**config.mk**
```make
export PLATFORM = sky130hd
export DESIGN_NAME = reg_scoreboard
export DESIGN_NICKNAME = d
export VERILOG_FILES = /design/src/rtl/reg_scoreboard.sv
export SDC_FILE = /design/constraint.sdc
export NUM_CORES = 1
export LEC_CHECK = 0
export ABC_AREA = 1
export BUFFER_PORTS_ARGS = -buffer_cell sky130_fd_sc_hd__buf_2
export CAP_MARGIN = 20
export CORE_ASPECT_RATIO = 0.8
export CORE_MARGIN = 2
export CORE_UTILIZATION = 45
export DETAILED_ROUTE_END_ITERATION = 10
export GPL_TIMING_DRIVEN = 0
export PLACE_DENSITY = 0.63
export SYNTH_ARGS = -nofsm -noshare
export SYNTH_HDL_FRONTEND = slang
export SYNTH_SLANG_ARGS = --single-unit
export TNS_END_PERCENT = 100
```
**constraint.sdc**
```tcl
create_clock -name clk -period 7 [get_ports clk]
set_clock_uncertainty 0.2 [all_clocks]
set_input_delay 0 -clock clk [delete_from_list [all_inputs] [get_ports clk]]
set_output_delay 0 -clock clk [all_outputs]
set_load 0.1 [all_outputs]
```
**src/rtl/reg_scoreboard.sv**
```systemverilog
// Register write scoreboard: counts in-flight writes per register and stalls
// decode on RAW hazards or a full counter.
// Latency: stall/issue_ack are combinational; counts update on the next posedge.
// Backpressure: stall holds decode; an issue is consumed only when issue_ack=1.
//
// Ports:
//   clk, rst          clock; asynchronous active-high reset
//   src1/src1_valid   first source of the instruction in decode
//   src2/src2_valid   second source of the instruction in decode
//   issue_valid       decode presents an instruction
//   issue_wb_en       the instruction will write issue_dest
//   issue_dest        destination register of the instruction
//   write_back_en     write-back is writing dest_wb this cycle
//   dest_wb           register being written back
//   stall             decode must hold
//   issue_ack         instruction accepted this cycle
//   pending_mask      bit r set while register r has outstanding writes
//   pending_total     sum of all outstanding writes
//   underflow_err     sticky: write-back seen with nothing pending
module reg_scoreboard #(
   parameter int NUM_REGS    = 16,
   parameter int MAX_PENDING = 3
) (
   input  logic                clk,
   input  logic                rst,
   input  logic [3:0]          src1,
   input  logic                src1_valid,
   input  logic [3:0]          src2,
   input  logic                src2_valid,
   input  logic                issue_valid,
   input  logic                issue_wb_en,
   input  logic [3:0]          issue_dest,
   input  logic                write_back_en,
   input  logic [3:0]          dest_wb,
   output logic                stall,
   output logic                issue_ack,
   output logic [NUM_REGS-1:0] pending_mask,
   output logic [5:0]          pending_total,
   output logic                underflow_err
);

   localparam logic [1:0] LP_MAX = 2'(MAX_PENDING);

   logic [1:0] r_count [NUM_REGS];
   logic       r_underflow;

   // Counts widened to the full 4-bit register address space; addresses
   // beyond NUM_REGS read as zero so any index is safe.
   logic [1:0] w_cnt16 [16];

   generate
      for (genvar g = 0; g < 16; g++) begin : g_pad
         if (g < NUM_REGS) begin : g_live
            assign w_cnt16[g] = r_count[g];
         end else begin : g_dead
            assign w_cnt16[g] = 2'd0;
         end
      end
   endgenerate

   logic       w_wb_live;
   logic       w_underflow;
   logic [1:0] w_eff_src1;
   logic [1:0] w_eff_src2;
   logic       w_dest_full;
   logic       w_inc;
   logic [NUM_REGS-1:0] w_inc_vec;
   logic [NUM_REGS-1:0] w_dec_vec;

   // A write-back only retires something when the target has a pending write;
   // otherwise it is an underflow and the counts are left alone.
   assign w_wb_live   = write_back_en && (w_cnt16[dest_wb] != 2'd0);
   assign w_underflow = write_back_en && (w_cnt16[dest_wb] == 2'd0);

   // The register file writes on the negedge, so a same-cycle write-back
   // already satisfies one outstanding write for decode's reads.
   assign w_eff_src1 = w_cnt16[src1] - {1'b0, (w_wb_live && (dest_wb == src1))};
   assign w_eff_src2 = w_cnt16[src2] - {1'b0, (w_wb_live && (dest_wb == src2))};

   // A full destination is still issuable when write-back frees a slot on
   // the same register this cycle: the increment and decrement cancel.
   assign w_dest_full = (w_cnt16[issue_dest] == LP_MAX) &&
                        !(write_back_en && (dest_wb == issue_dest));

   always_comb begin
      stall = 1'b0;
      if (issue_valid) begin
         stall = (src1_valid  && (w_eff_src1 != 2'd0)) ||
                 (src2_valid  && (w_eff_src2 != 2'd0)) ||
                 (issue_wb_en && w_dest_full);
      end
   end

   assign issue_ack = issue_valid && !stall;
   assign w_inc     = issue_ack && issue_wb_en;

   always_comb begin
      w_inc_vec = '0;
      w_dec_vec = '0;
      for (int i = 0; i < NUM_REGS; i++) begin
         w_inc_vec[i] = w_inc     && (issue_dest == 4'(i));
         w_dec_vec[i] = w_wb_live && (dest_wb    == 4'(i));
      end
   end

   always_ff @(posedge clk or posedge rst) begin
      if (rst) begin
         for (int i = 0; i < NUM_REGS; i++) begin
            r_count[i] <= 2'd0;
         end
      end else begin
         for (int i = 0; i < NUM_REGS; i++) begin
            if (w_inc_vec[i] && !w_dec_vec[i]) begin
               r_count[i] <= r_count[i] + 2'd1;
            end else if (w_dec_vec[i] && !w_inc_vec[i]) begin
               r_count[i] <= r_count[i] - 2'd1;
            end
         end
      end
   end

   always_ff @(posedge clk or posedge rst) begin
      if (rst) begin
         r_underflow <= 1'b0;
      end else if (w_underflow) begin
         r_underflow <= 1'b1;
      end
   end

   assign underflow_err = r_underflow;

   always_comb begin
      pending_mask  = '0;
      pending_total = 6'd0;
      for (int i = 0; i < NUM_REGS; i++) begin
         pending_mask[i] = (r_count[i] != 2'd0);
         pending_total   = pending_total + 6'(r_count[i]);
      end
   end

endmodule

```
## Yosys cells after proc, flatten, opt, wreduce, memory -nomap -nowiden

Index checks and enable logic that the tools add are counted.
Widths: inputs -> output; s select.

- Flip-flop bits (word level): 33
- Word-level logic and storage cells: 302

- Mux-type cells: 45
- Reduce and logical (&&, ||, !) cells: 149
- Order comparisons: 4
- Equal/unequal tests: 34
- Bitwise logic cells: 4
- Add/sub/neg operators: 49

Operator list:

| cell | number |
|---|---|
| $mux 2 | 40 |
| $logic_and 1x1->1 | 75 |
| $reduce_bool 2->1 | 35 |
| $add 6x2->6 | 11 |
| $eq 4x4->1 const B | 16 |
| $logic_not 1->1 | 34 |
| $add 2x1->2 const B | 16 |
| $bmux 2 s4 | 4 |
| $eq 4x3->1 const B | 8 |
| $sub 2x1->2 const B | 16 |
| $ge 5x5->1 const B | 4 |
| $not 4->5 | 4 |
| $eq 4x2->1 const B | 4 |
| $eq 4x4->1 | 3 |
| $eq 4x1->1 const B | 2 |
| $logic_not 4->1 | 2 |
| $add 5x2->6 | 1 |
| $add 4x2->5 | 1 |
| $add 3x2->4 | 1 |
| $sub 2x1->2 | 2 |
| $add 2x2->3 | 1 |
| $eq 2x2->1 const B | 1 |
| $logic_not 2->1 | 1 |
| $logic_or 1x1->1 | 2 |
| $mux 1 | 1 |

## Longest topological paths before layout

Gate-level depths: netlist of run 1.

- Depth after elaboration: 21
- Gate-level depth with buffers: 22
- Depth with buffers taken out: 19

## Worst setup path before layout of run 1

Ideal clock, no wire load.

- Path kind: register to output
- From: register r_count[7] (netlist bit)
- To: output pending_total[3]
- Setup slack: 1,748 ps
- Arrival: 5,052 ps
- Path buffers: 0
- Stages on the path, launching flop included: 11
- Data required time: 6,800 ps
- Cells stage by stage: dfrtp_1 -> inv_1 -> fa_1 -> inv_1 -> fa_1 -> fa_1 -> fa_1 -> fa_1 -> ha_1 -> fa_1 -> xor2_1

- Word-level cells in the longest chain between the ends: 4

Ends and longest elaborated chain:

| item | line | source |
|---|---|---|
| start, declared | 44 | `logic [1:0] r_count [NUM_REGS];` |
| start signal, assigned by index | 114 | `r_count[i] <= r_count[i] + 2'd1;` |
| start signal, assigned by index | 116 | `r_count[i] <= r_count[i] - 2'd1;` |
| $add 6x2->6 (4 in a row) | 137 | `pending_total = pending_total + 6'(r_count[i]);` |
| end, declared | 38 | `output logic [5:0] pending_total,` |

No other way between the ends.

## Worst setup path in the final report of run 1

- From: register r_count[23] (netlist bit)
- To: output pending_total[3]

- Word-level cells in the longest chain between the ends: 12

Ends and longest elaborated chain:

| item | line |
|---|---|
| $add 5x2->6 | 137 |
| $add 6x2->6 (11 in a row) | 137 |

No other way between the ends.

==> flow_metrics.tcl, run 1 <==
set metrics [dict create \
    yosys.area_share.simple_pct 26.39 \
    fp.dieH_um 90.81 \
    min_path_cells 5 \
    grt_first_pass_wirelength_um 23860 \
    cts_num_sinks 33 \
    min_to "r_count[20]$_DFFE_PP0P_" \
    portBuffers 41 \
    hold_slack_ns 0.09590 \
    worstRegToRegCells 15 \
    critical_path.endpoint_type "primary output" \
    drive_gt1_share_pct 14.37 \
    gp_congestion 1.000 \
    synthAdderAreaFrac_pct 19.36 \
    period_needed_ns 5.081 \
    rrSetupSlack_ns 3.50 \
    rsz0062_at_grt "false" \
    core_area_sq_mm 0.009115 \
    slew_headroom_pct 28.64 \
    avgSynthCellArea_sq_um 7.124 \
    synth_seq_cells 33 \
    post_cts_buffers 0 \
    ys_seq_area_share_pct 19.48 \
    antenna_left 0 \
    critical_path_class "flip-flop to primary output" \
    synth_compound_gate_area_share_pct 15.14 \
    fin_crit_sh_pct 72.59 \
    setup_ws_ns 1.919 \
    rows 31 \
    postCtsHoldBufs 2 \
    critPathBufInv 3 \
    grt.overflow.total 0 \
    synth_top_family_by_area "simple AND/OR/NAND/NOR gates" \
    numCtsBuffers 5 \
    drv_slew 0 \
    dr.pass1.iters 5 \
    fillerInstances 904 \
    final_cell_mix "nand2_1 (176), inv_1 (78), buf_2 (54)" \
    grt_pass1_vias 4157 \
    synth_area_sq_mm 0.004239 \
    cts_resized 0 \
    die_w_um 112.5 \
    required_ns 6.80 \
    clock_path_buffers 2 \
    path_clk_slew_ns 0.06 \
    crit_chain "inv_1 -> fa_1 -> fa_1 -> inv_1 -> fa_1 -> fa_1 -> fa_1 -> ha_1 -> fa_1 -> xor2_1 -> buf_2" \
    synth_edf_count 0 \
    initial_core_util_pct 46.51 \
    cts_tree "built" \
    outcome "complete, no violations" \
    synthMuxAreaShare_pct 0 \
    io-pin-count 48 \
    grt_usage_pct 30.73 \
    path_max_fanout 4 \
    grt_max_degree 23 \
    tightestPinTransition_ns 1.062 \
    ys_warn_count 0 \
    cts_root_buf "clkbuf_16" \
    finalSetupViolations 0 \
    fp.dieArea_sq_mm 0.01022 \
    syn_to_final_growth_pct 13.52 \
    synth_xor_area_share_pct 8.884 \
    totalNegativeSetupSlack_ns 0 \
    synthCells 595 \
    via_per_inst 5.597 \
    drc 0 \
    crit_arrival_ns 4.88 \
    hold_violations 0 \
    mostFrequentLayoutCell "nand2_1" \
    timing.hold.worst.class "primary input to flip-flop" \
    min_from "dest_wb[3]" \
    start_kind "flip-flop" \
    htree_levels 2 \
    synth_nets 668 \
    ys_types 35 \
    final-seq-area_sq_um 825.8 \
    clk_latency_ns 0.29 \
    post-dp-hpwl_um 12080 \
    antenna_found_initial 0 \
    critical_path.max_stage_delay_ns 0.56 \
    antennaDiodeCount 0 \
    multiInputGateArea_sq_mm 0.002958 \
    async_flop_share_pct 100.0 \
    synth_top_flop_cell "dfrtp_1" \
    timing.critical_path.mode_cell "fa_1" \
    wl_per_cell_um 19.81 \
    drt_iter0_drc 347 \
    maxCapViolCount 0 \
    via_count 4265 \
    pre_cts_ws_ns 2.248 \
    reg2reg_from "r_count[15]$_DFFE_PP0P_" \
    nets 719 \
    cp_slowest_cell "fa_1" \
    r2r_end "r_count[31]$_DFFE_PP0P_" \
    cpLargestDelayFamily "adder cells" \
    wl_um 15100 \
    fmax_ghz 0.1968 \
]
==> stage by stage <==
| step | std cells | cell area, sq um | utilization [%] |
|---|---|---|---|
| 2_1_floorplan | 595 | 4239 | - |
| 3_3_place_gp | 751 | 4588 | 50.34 |
| 3_5_place_dp | 752 | 4616 | 50.64 |
| 4_1_cts | 762 | 4812 | 52.79 |
| 5_1_grt | 762 | 4812 | 52.79 |
| 6_report | 762 | 4812 | 52.79 |
==> worst max-delay path by stage <==
stage	start	end	depth (start not counted)
4_1_cts	r_count[23]$_DFFE_PP0P_	pending_total[3]	11
3_3_place_gp	r_count[23]$_DFFE_PP0P_	pending_total[3]	11
3_5_place_dp	r_count[23]$_DFFE_PP0P_	pending_total[3]	11
2_1_floorplan	r_count[7]$_DFFE_PP0P_	pending_total[3]	10
6_report	r_count[23]$_DFFE_PP0P_	pending_total[3]	11
5_1_grt	r_count[23]$_DFFE_PP0P_	pending_total[3]	11
==> sequential cells by signal (all words and copies together) (netlist names) <==
| signal | flops |
|---|---|
| underflow_err | 1 |
| r_count | 32 |
==> layer usage <==
metal | GRT usage, % | up-vias | wire [um]
met5 | 0 | - | 0
met4 | 10.16 | 0 | 460
met3 | 5.302 | 34 | 1200
met2 | 45.38 | 201 | 6490
met1 | 45.29 | 2027 | 6943
li1 | - | 2003 | -
==> cell usage after synthesis (13+ instances only) <==
cell,number,area share [%]
nand2_1,176,16
inv_1,78,6.9
a21oi_1,43,5.1
o21ai_0,36,4.3
dfrtp_1,33,19
nand3_1,29,3.4
fa_1,26,12
xor2_1,26,5.4
ha_1,24,7.1
nor2_1,21,1.9
xnor2_1,17,3.5
buf_2,13,1.5
==> kinds of logic after synthesis <==
| group | after synthesis |
|---|---|
| and+or+nand+nor | 254 |
| AOI/OAI and AO/OA | 113 |
| buffers and inverters | 102 |
| adders and majority gates | 50 |
| xor gates and xnor gates | 43 |
| DFF | 33 |
==> worst register-to-register path, cell delays in order, from the launching register on <==
cell	delay, ns
dfrtp_1	0.53
inv_1	0.17
o21ai_1	0.17
nand2_1	0.06
nand2_1	0.08
nand2_1	0.06
nand2_1	0.11
nor2_2	0.05
nand2_2	0.09
nand2_1	0.11
nor3_1	0.82
nand2_1	0.12
ha_1	0.36
a21oi_1	0.15
o21ai_0	0.13
xor2_1	0.16
==> cell type report <==
type / count / share of cell area, %
inverters: 82 / 6.552
well taps: 115 / 2.990
flip-flops and latches: 33 / 17.16
clock buffers: 6 / 2.886
repair buffers: 44 / 5.252
multi-input cells: 460 / 61.47
clock inverters: 2 / 0.7800
plain buffers: 20 / 2.912
Power of run 1 is not shown: default switching activity piles up to over one toggle a cycle in this logic, so the estimate is an artifact.
==> run 2, diff against run 1 <==
clock period = 5 ns   (was 7 ns; I/O delays follow)
==> flow_metrics.tcl, run 2 (synthesis gave the netlist of run 1 again) <==
set metrics [dict create \
    grt_max_degree 23 \
    wl_per_cell_um 19.42 \
    via_count 4328 \
    portBuffers 41 \
    finalSetupViolations 0 \
    final-seq-area_sq_um 825.8 \
    grt_first_pass_wirelength_um 23400 \
    fillerInstances 935 \
    critical_path_class "flip-flop to primary output" \
    initial_core_util_pct 46.51 \
    grt.overflow.total 0 \
    hold_violations 0 \
    timing.critical_path.mode_cell "fa_1" \
    drive_gt1_share_pct 14.68 \
    pre_cts_ws_ns 0.3131 \
    largest_reg_flops 32 \
    cts_tree "built" \
    nets 719 \
    fin_crit_sh_pct 97.67 \
    cp_num_cells 11 \
    post_cts_buffers 0 \
    outcome "complete, no violations" \
    fmax_ghz 0.2048 \
    grt_usage_pct 29.92 \
    slew_headroom_pct 16.21 \
    grt_pass1_vias 4232 \
    required_ns 4.80 \
    fp.dieH_um 90.81 \
    rows 31 \
    timing.hold.worst.class "primary input to flip-flop" \
    core_area_sq_mm 0.009115 \
    critical_path.endpoint_type "primary output" \
    crit_chain "inv_1 -> fa_1 -> fa_1 -> inv_1 -> fa_1 -> fa_1 -> fa_1 -> ha_1 -> fa_1 -> xor2_2 -> buf_6" \
    gp_congestion 0.9548 \
    io-pin-count 48 \
    path_clk_slew_ns 0.05 \
    syn_to_final_growth_pct 13.64 \
    critPathBufInv 3 \
    crit_arrival_ns 4.68 \
    cts_num_sinks 33 \
    wl_um 14800 \
    clock_path_buffers 2 \
    cp_slowest_cell "fa_1" \
    numCtsBuffers 5 \
    dr.pass1.iters 8 \
    maxCapViolCount 0 \
    worstRegToRegCells 15 \
    clk_latency_ns 0.29 \
    critical_path.max_stage_delay_ns 0.55 \
    min_path_cells 5 \
    mostFrequentLayoutCell "nand2_1" \
    antenna_found_initial 0 \
    tightestPinTransition_ns 1.247 \
    top_register "r_count" \
    cpLargestDelayFamily "adder cells" \
    antenna_left 0 \
    path_max_fanout 4 \
    drt_iter0_drc 511 \
    die_w_um 112.5 \
    multiInputGateArea_sq_mm 0.002973 \
    antennaDiodeCount 0 \
    start_kind "flip-flop" \
    cts_root_buf "clkbuf_16" \
    setup_ws_ns 0.1163 \
    drv_slew 0 \
    drc 0 \
    final_cell_mix "nand2_1 (176), inv_1 (78), buf_2 (52)" \
    fp.dieArea_sq_mm 0.01022 \
    period_needed_ns 4.884 \
    htree_levels 2 \
    hold_slack_ns 0.08275 \
    via_per_inst 5.680 \
    post-dp-hpwl_um 11420 \
]
run 2: metrics by stage:
step	util [%]	instance area, sq um	setup TNS (ns)	cells
2_1_floorplan	-	4254	0	595
3_3_place_gp	50.50	4603	0	751
3_5_place_dp	50.80	4631	0	752
4_1_cts	52.78	4811	0	762
5_1_grt	52.85	4817	-0.001523	762
6_report	52.85	4817	0	762
run 2: final timing paths:
kind	to	startpoint	slack (ns)
max	pending_total[3]	r_count[23]$_DFFE_PP0P_	0.12
min	r_count[20]$_DFFE_PP0P_	dest_wb[3]	0.08
max reg2reg	r_count[11]$_DFFE_PP0P_	r_count[15]$_DFFE_PP0P_	1.42
min reg2reg	underflow_err$_DFFE_PP0P_	underflow_err$_DFFE_PP0P_	0.26
max in group asynchronous	r_count[13]$_DFFE_PP0P_	rst	3.98
min in group asynchronous	r_count[30]$_DFFE_PP0P_	rst	0.10
run 2: tightest hold or removal path, stage by stage:
cell and delay, ns:
buf_4 0.13, nor2_2 0.09, nand2_1 0.08, ha_1 0.15
xnor2_1 0.07
run 2: timing repair:
| item | 4_1_cts | 5_1_grt |
|---|---|---|
| hold buffers | 2 | 0 |
| resized for setup | 1 | 3 |
| setup endpoints to repair | 1 | 2 |
| hold endpoints to repair | 34 | 0 |
run 2: final cells by class:
type	count	share of cell area (%)
Tap cell	115	2.987
Inverter	82	6.545
Multi-Input combinational cell	460	61.71
Clock inverter	1	0.1039
Timing Repair Buffer	44	5.429
Buffer	20	2.909
Clock buffer	7	3.169
Sequential cell	33	17.14
run 2: per-layer routing:
layer	vias to the layer above	global-route usage [%]	part of all wire, %
met5	-	0	0
met3	34	4.631	11
met4	0	8.333	2.5
li1	2001	-	-
met1	2025	42.72	42
met2	268	47.09	44
Power of run 2 is left out for the same reason.
==> run 3, diff against run 2 <==
--- a/config.mk
+++ b/config.mk
@@ -16,2 +16,3 @@
 export PLACE_DENSITY = 0.63
+export RECOVER_POWER = 25
 export SYNTH_ARGS = -nofsm -noshare
==> constraint.sdc (replaced) <==
create_clock -name clk -period 5 [get_ports clk]
set_clock_uncertainty 0.2 [all_clocks]
set_input_delay 0.25 -clock clk [delete_from_list [all_inputs] [get_ports clk]]
set_output_delay 0.25 -clock clk [all_outputs]
set_load 0.1 [all_outputs]
==> flow_metrics.tcl, run 3 (synthesis gave the netlist of run 1 again) <==
set metrics [dict create \
    outcome "complete, no violations" \
    crit_arrival_ns 4.45 \
    wl_per_cell_um 19.43 \
    required_ns 4.55 \
    period_needed_ns 4.899 \
    htree_levels 2 \
    fmax_ghz 0.2041 \
    grt_usage_pct 29.95 \
    place_area_sq_mm 0.004631 \
    core_area_sq_mm 0.009115 \
    grt_pass1_vias 4225 \
    timing.hold.worst.class "primary input to flip-flop" \
    final_cell_mix "nand2_1 (176), inv_1 (72), buf_2 (50)" \
    dr.pass1.iters 6 \
    grt.overflow.total 0 \
    mostFrequentLayoutCell "nand2_1" \
    numCtsBuffers 5 \
    io-pin-count 48 \
    die_w_um 112.5 \
    cts_tree "built" \
    hold_violations 0 \
    path_clk_slew_ns 0.05 \
    portBuffers 41 \
    drv_slew 0 \
    drt_iter0_drc 490 \
    initial_core_util_pct 46.51 \
    start_kind "flip-flop" \
    fillerInstances 928 \
    antenna_found_initial 0 \
    post-dp-hpwl_um 11420 \
    final_area_sq_mm 0.004820 \
    maxCapViolCount 0 \
    fp.dieH_um 90.81 \
    clk_latency_ns 0.29 \
    cts_root_buf "clkbuf_16" \
    clock_path_buffers 2 \
    critical_path.endpoint_type "primary output" \
    rsz0062_at_grt "false" \
    antenna_left 0 \
    fin_crit_sh_pct 97.97 \
    largest_reg_flops 32 \
    rows 31 \
    wl_um 14810 \
    hold_slack_ns 0.1110 \
    drive_gt1_share_pct 16.23 \
    via_count 4350 \
    utilization_pct 52.88 \
    grt_max_degree 23 \
    nets 719 \
    gp_congestion 0.9548 \
    drc 0 \
    path_max_fanout 5 \
    cts_num_sinks 33 \
    top_register "r_count" \
    syn_to_final_growth_pct 13.70 \
    tightestPinTransition_ns 1.272 \
    slew_headroom_pct 14.55 \
    grt_first_pass_wirelength_um 23430 \
    via_per_inst 5.709 \
    antennaDiodeCount 0 \
    critical_path_class "flip-flop to primary output" \
    finalSetupViolations 0 \
    fp.dieArea_sq_mm 0.01022 \
]
[run 3: final cells by class]
| type | count | area, sq um | area share [%] |
|---|---|---|---|
| repair buffers | 44 | 256.5 | 5.322 |
| flip-flops and latches | 33 | 828.3 | 17.19 |
| well taps | 115 | 143.9 | 2.985 |
| inverters | 82 | 315.3 | 6.542 |
| clock buffers | 7 | 152.6 | 3.167 |
| multi-input cells | 460 | 2978 | 61.79 |
| plain buffers | 20 | 140.1 | 2.908 |
| clock inverters | 1 | 5.005 | 0.1038 |
[run 3: what timing repair did]
item / 4_1_cts / 5_1_grt
setup buffers: 0 / 1
gates resized for setup: 9 / 10
hold endpoints to repair: 11 / 0
hold buffers: 1 / 0
setup endpoints to repair: 4 / 4
cloned: 0 / 0
pin swaps: 1 / 3
[run 3: worst max-delay path, stage by stage (launching register included)]
cell	delay, ns
dfrtp_1	0.39
inv_2	0.10
fa_1	0.53
fa_1	0.53
inv_1	0.05
fa_1	0.55
fa_1	0.46
fa_1	0.50
ha_2	0.22
fa_2	0.37
xor2_2	0.25
buf_12	0.21
[run 3: worst paths after layout]
path | slack, ns | cells after the start | to | from
max reg2reg | 1.36 | 15 | r_count[11]$_DFFE_PP0P_ | r_count[15]$_DFFE_PP0P_
max in group asynchronous | 2.69 | 4 | r_count[0]$_DFFE_PP0P_ | rst
min in group asynchronous | 0.31 | 3 | r_count[30]$_DFFE_PP0P_ | rst
max | 0.10 | 11 | pending_total[3] | r_count[27]$_DFFE_PP0P_
min | 0.11 | 2 | underflow_err$_DFFE_PP0P_ | write_back_en
min reg2reg | 0.26 | 1 | underflow_err$_DFFE_PP0P_ | underflow_err$_DFFE_PP0P_
[run 3: metrics by stage]
step | setup WS (ns) | TNS [ns] | cells
global route | 0.01469 | 0 | 762
detailed placement | 0.06313 | 0 | 752
floorplan | -0.001445 | -0.001445 | 595
CTS | 0.006746 | 0 | 761
global placement | 0.08214 | 0 | 751
finish | 0.1014 | 0 | 762
[run 3: routing by layer]
metal	vias to the layer above	global-route usage [%]	routed length [um]
met5	-	0	0
met1	2086	42.80	6421
met4	0	8.333	347
met2	231	47.09	6600
li1	2003	-	-
met3	30	4.631	1439
Power of run 3 is left out for the same reason.
